File: config.mk
export PLATFORM = sky130hd
export DESIGN_NAME = sdes_stream_ctrl
export DESIGN_NICKNAME = d
export VERILOG_FILES = /design/src/rtl/sdes_stream_ctrl.sv
export SDC_FILE = /design/constraint.sdc
export NUM_CORES = 1
export LEC_CHECK = 0
export CAP_MARGIN = 20
export CORE_MARGIN = 3
export CORE_UTILIZATION = 43
export CTS_CLUSTER_SIZE = 12
export DETAILED_ROUTE_END_ITERATION = 6
export GPL_TIMING_DRIVEN = 0
export HOLD_SLACK_MARGIN = 0.06
export REMOVE_ABC_BUFFERS = 1
export SLEW_MARGIN = 25
export SYNTH_ARGS = -nofsm -noshare
export SYNTH_HDL_FRONTEND = slang
export SYNTH_SLANG_ARGS = --single-unit
File: constraint.sdc
create_clock -name clk_i -period 7.9 [get_ports clk_i]
set_input_delay 1.58 -clock clk_i [delete_from_list [all_inputs] [get_ports clk_i]]
set_output_delay 1.58 -clock clk_i [all_outputs]
set_load 0.005 [all_outputs]
File: src/rtl/sdes_stream_ctrl.sv
// Byte-stream front end for a registered S-DES core with a fixed 2-cycle latency.
// Input FIFO -> credit-gated issue -> 2-stage tag pipe -> output FIFO, plus decrypt self-check.
module sdes_stream_ctrl #(
  parameter int IN_DEPTH  = 4,
  parameter int OUT_DEPTH = 4
) (
  input  logic        clk_i,
  input  logic        reset_i,
  input  logic        in_valid_i,
  input  logic [7:0]  in_data_i,
  output logic        in_ready_o,
  output logic        out_valid_o,
  output logic [7:0]  out_data_o,
  input  logic        out_ready_i,
  output logic        core_rst_n_o,
  output logic [7:0]  core_pt_o,
  input  logic [7:0]  core_ct_i,
  input  logic [7:0]  core_dt_i,
  output logic        err_flag_o,
  output logic [7:0]  err_count_o,
  output logic [15:0] blk_count_o
);
  localparam int IAW = $clog2(IN_DEPTH);
  localparam int OAW = $clog2(OUT_DEPTH);

  logic [7:0]     in_mem_q [IN_DEPTH];
  logic [IAW-1:0] in_wp_q, in_wp_d, in_rp_q, in_rp_d;
  logic [IAW:0]   in_cnt_q, in_cnt_d;
  logic [7:0]     out_mem_q [OUT_DEPTH];
  logic [OAW-1:0] out_wp_q, out_wp_d, out_rp_q, out_rp_d;
  logic [OAW:0]   out_cnt_q, out_cnt_d;
  logic [1:0]     v_q, v_d;
  logic [7:0]     ptag0_q, ptag0_d, ptag1_q, ptag1_d;
  logic [7:0]     core_pt_q;
  logic           core_rst_n_q;
  logic           err_flag_q, err_flag_d;
  logic [7:0]     err_cnt_q, err_cnt_d;
  logic [15:0]    blk_cnt_q, blk_cnt_d;

  logic           in_push, in_empty, issue, out_push, out_pop, mismatch;
  logic [7:0]     in_head;
  logic [OAW+1:0] credit;

  assign in_empty    = (in_cnt_q == '0);
  assign in_ready_o  = (in_cnt_q != (IAW+1)'(IN_DEPTH)) && core_rst_n_q && !reset_i;
  assign in_push     = in_valid_i && in_ready_o;
  assign in_head     = in_mem_q[in_rp_q];

  // Occupied plus already-reserved output slots; an issue only goes out if its slot is free.
  assign credit = {1'b0, out_cnt_q} + {{(OAW+1){1'b0}}, v_q[0]} + {{(OAW+1){1'b0}}, v_q[1]};
  assign issue  = !in_empty && (credit < (OAW+2)'(OUT_DEPTH)) && core_rst_n_q;

  assign core_pt_o    = issue ? in_head : core_pt_q;
  assign core_rst_n_o = core_rst_n_q;

  assign out_push    = v_q[1];
  assign out_valid_o = (out_cnt_q != '0) && !reset_i;
  assign out_pop     = out_valid_o && out_ready_i;
  assign out_data_o  = out_mem_q[out_rp_q];
  assign mismatch    = v_q[1] && (core_dt_i != ptag1_q);

  assign err_flag_o  = err_flag_q;
  assign err_count_o = err_cnt_q;
  assign blk_count_o = blk_cnt_q;

  always_comb begin
    in_wp_d   = in_push ? in_wp_q + IAW'(1) : in_wp_q;
    in_rp_d   = issue ? in_rp_q + IAW'(1) : in_rp_q;
    in_cnt_d  = in_cnt_q + (IAW+1)'(in_push) - (IAW+1)'(issue);
    out_wp_d  = out_push ? out_wp_q + OAW'(1) : out_wp_q;
    out_rp_d  = out_pop ? out_rp_q + OAW'(1) : out_rp_q;
    out_cnt_d = out_cnt_q + (OAW+1)'(out_push) - (OAW+1)'(out_pop);
    v_d       = {v_q[0], issue};
    ptag0_d   = issue ? in_head : ptag0_q;
    ptag1_d   = ptag0_q;
    err_flag_d = err_flag_q | mismatch;
    err_cnt_d  = (mismatch && err_cnt_q != 8'hFF) ? err_cnt_q + 8'd1 : err_cnt_q;
    blk_cnt_d  = blk_cnt_q + 16'(out_pop);
  end

  always_ff @(posedge clk_i) begin
    if (in_push) in_mem_q[in_wp_q] <= in_data_i;
    if (out_push) out_mem_q[out_wp_q] <= core_ct_i;
  end

  always_ff @(posedge clk_i) begin
    if (reset_i) begin
      in_wp_q      <= '0;
      in_rp_q      <= '0;
      in_cnt_q     <= '0;
      out_wp_q     <= '0;
      out_rp_q     <= '0;
      out_cnt_q    <= '0;
      v_q          <= '0;
      ptag0_q      <= '0;
      ptag1_q      <= '0;
      core_pt_q    <= '0;
      core_rst_n_q <= 1'b0;
      err_flag_q   <= 1'b0;
      err_cnt_q    <= '0;
      blk_cnt_q    <= '0;
    end else begin
      in_wp_q      <= in_wp_d;
      in_rp_q      <= in_rp_d;
      in_cnt_q     <= in_cnt_d;
      out_wp_q     <= out_wp_d;
      out_rp_q     <= out_rp_d;
      out_cnt_q    <= out_cnt_d;
      v_q          <= v_d;
      ptag0_q      <= ptag0_d;
      ptag1_q      <= ptag1_d;
      core_pt_q    <= core_pt_o;
      core_rst_n_q <= 1'b1;
      err_flag_q   <= err_flag_d;
      err_cnt_q    <= err_cnt_d;
      blk_cnt_q    <= blk_cnt_d;
    end
  end
endmodule

==> results.ini <==
[clock_tree]
insertion_delay_ns = 0.41
clkTransAtPathRegs_ns = 0.06
clockRootBuffer = clkbuf_16
cts_hold_buf = 0
clockBufferDepth = 2
post_cts_buffers = 0
cts_resized = 0
clock_sinks = 134
numCtsBuffers = 17
cts_tree = built
cts.htree.levels = 4

[die]
ios = 72
fp.dieArea_um2 = 13800
die_h_um = 118
core.rowCount = 40
chipWidth_um = 118
initial_core_util_pct = 44.2
core-area_um2 = 12100

[pwr]
power_w = 0.00193
leakagePower_nw = 2.40
ir_drop_v = 0.000143
powerDensity_nw_per_um2 = 285

[layout]
final_cell_mix = dfxtp_1, clkdlybuf4s50_1, edfxtp_1, nor2_1
fin_nets = 514
fill_cells = 1024
area_delta_synth_final_pct = 26.5
drive_gt1_share_pct = 13.1
n_antenna_cell = 0
multi_input_area_um2 = 1890
finish.utilization_pct = 55.9
seq_area_um2 = 3320

[place]
port_buffers = 71
gp_congestion = 0.729
post-dp-hpwl_um = 6180

[grt]
grt_pass1_vias = 3049
track_usage_pct = 14.3
grt_max_degree = 64
overflow = 0
grt_pass1_wl_um = 15300
antenna_found_initial = 0

[worst_setup_path]
crit_fanout = 63
rrSetupSlack_ns = 4.72
start_kind = input pin
arrival_ns = 3.23
critical_path_class = in2out
required_ns = 6.32
crit_path_end_kind = primary output

[timing]
fmax_ghz = 0.208
tightest_slew_ns = 0.845
slew_headroom_pct = 43.3
finalCritPeriodShare_pct = 60.8
timing_max_transition_violations_final = 0
rsz0062_at_grt = false
period_minus_slack_ns = 4.81
hold_viol_final = 0
tns_ns = 0
finalSetupViolations = 0
skew_ns = 0.00482

[outcome]
outcome = complete, no violations

[synth]
synth_area_leaders = edfxtp_1, dfxtp_1, mux4_2
ys_ff_latch = 134
synth_area_leader_cell = edfxtp_1
synth_top_area_share_pct = 35.9
synth.distinct_cells = 41
ys_warn_count = 0
ys_seq_area_share_pct = 62.1
syn_area_um2 = 5360
syn_area_per_cell_um2 = 13.6
netlist_instances = 394

[route]
drc = 0
drt_first_pass_iters = 4
dr_total_vias = 3081
drtIter0Drc = 217
finalWirelength_um = 9360
wire_per_inst_um = 14.4
viasPerCell = 4.75
final_antenna_net_count = 0

[job]
maxCapViolations = 0

[worst_hold_path]
hold_class = reg2reg

==> Yosys cell counts <==
master     n
and4_1     1
buf_6      2
o31ai_1    5
fa_1       2
or3_1      1
mux2i_1    9
mux4_2    16
xor2_1    12
nand3_1   13
nor3_1     6
mux2_2     2
dfxtp_1   70
or2_2      1
nor3b_1    1
edfxtp_1  64
nand2_1    7
or4_1      4
xnor2_1   18
a31o_2     1
and3_1     9
buf_1      3
inv_1     17
ha_1      17
nand4_1    5
a211oi_1   2
nor4_2     1
a21o_1     1
a31oi_1    1
or3b_1     1
nor2_1    38
clkbuf_1   9
mux2_4     7
and2_1    13
nor2b_1   16
and3_4     2
buf_2      2
o21ai_0    3
o311a_1    1
a21oi_1    9
and3b_1    1
buf_4      1
==> layer usage <==
layer	GRT usage, %	wire length, um
met2	22.5	4450
met3	5.77	475
met1	17.5	4280
met4	6.15	153
met5	0	0
==> worst max-delay path, stage by stage <==
cell	delay [ns]
buf_4	0.51
inv_1	0.34
o311a_1	0.27
clkdlybuf4s50_1	0.47
==> where the power goes <==
part,internal (W),total (W),switching (W)
clock network,0.000466,0.000750,0.000284
registers,0.000790,0.000843,0.0000534
logic,0.000208,0.000340,0.000132
total,0.00146,0.00193,0.000469
==> flip-flops by register name (all words and copies together), names as in the netlist, named ones only <==
name,flops
in_mem_q,32
out_mem_q,32
blk_count_o,16
core_pt_q,8
err_count_o,8
ptag0_q,8
ptag1_q,8
in_cnt_q,3
out_cnt_q,3
in_rp_q,2
in_wp_q,2
out_rp_q,2
out_wp_q,2
v_q,2
core_rst_n_o,1
err_flag_o,1
==> layout make-up <==
cell class,instances,area share (%)
clock buffers,21,7.11
clock inverters,11,1.44
inverters,17,0.942
multi-input cells,226,27.9
flip-flops and latches,134,49.0
well taps,168,3.10
repair buffers,71,10.5
==> final timing paths <==
kind / cells after the start / endpoint / startpoint
worst max-delay path: 4 / in_ready_o / reset_i
worst min-delay path: 2 / err_flag_o$_SDFF_PP0_ / err_flag_o$_SDFF_PP0_
worst max register to register: 11 / in_cnt_q[2]$_SDFF_PP0_ / v_q[1]$_SDFF_PP0_
worst min register to register: 2 / err_flag_o$_SDFF_PP0_ / err_flag_o$_SDFF_PP0_
==> cell families after synthesis <==
kind of cell	count (synthesis)	share of synthesized area, %
AO/OA/AOI/OAI	23	2.71
XOR/XNOR	30	4.91
multiplexers	34	10.8
adder cells (fa/ha/maj)	19	4.72
AND/OR/NAND/NOR	120	12.0
flip-flops	134	62.1
buffers and inverters	34	2.78
==> per-stage QoR <==
stage	hold slack (ns)	area, um^2	worst slack (ns)	cells
3_5_place_dp	0.441	6200	3.08	616
6_report	0.443	6780	3.09	648
2_1_floorplan	0.436	5270	3.64	377
4_1_cts	0.449	6780	3.07	648
3_3_place_gp	0.435	6190	1.10	616
5_1_grt	0.482	6780	2.94	648
No activity file was read; power rests on OpenSTA's default activity.
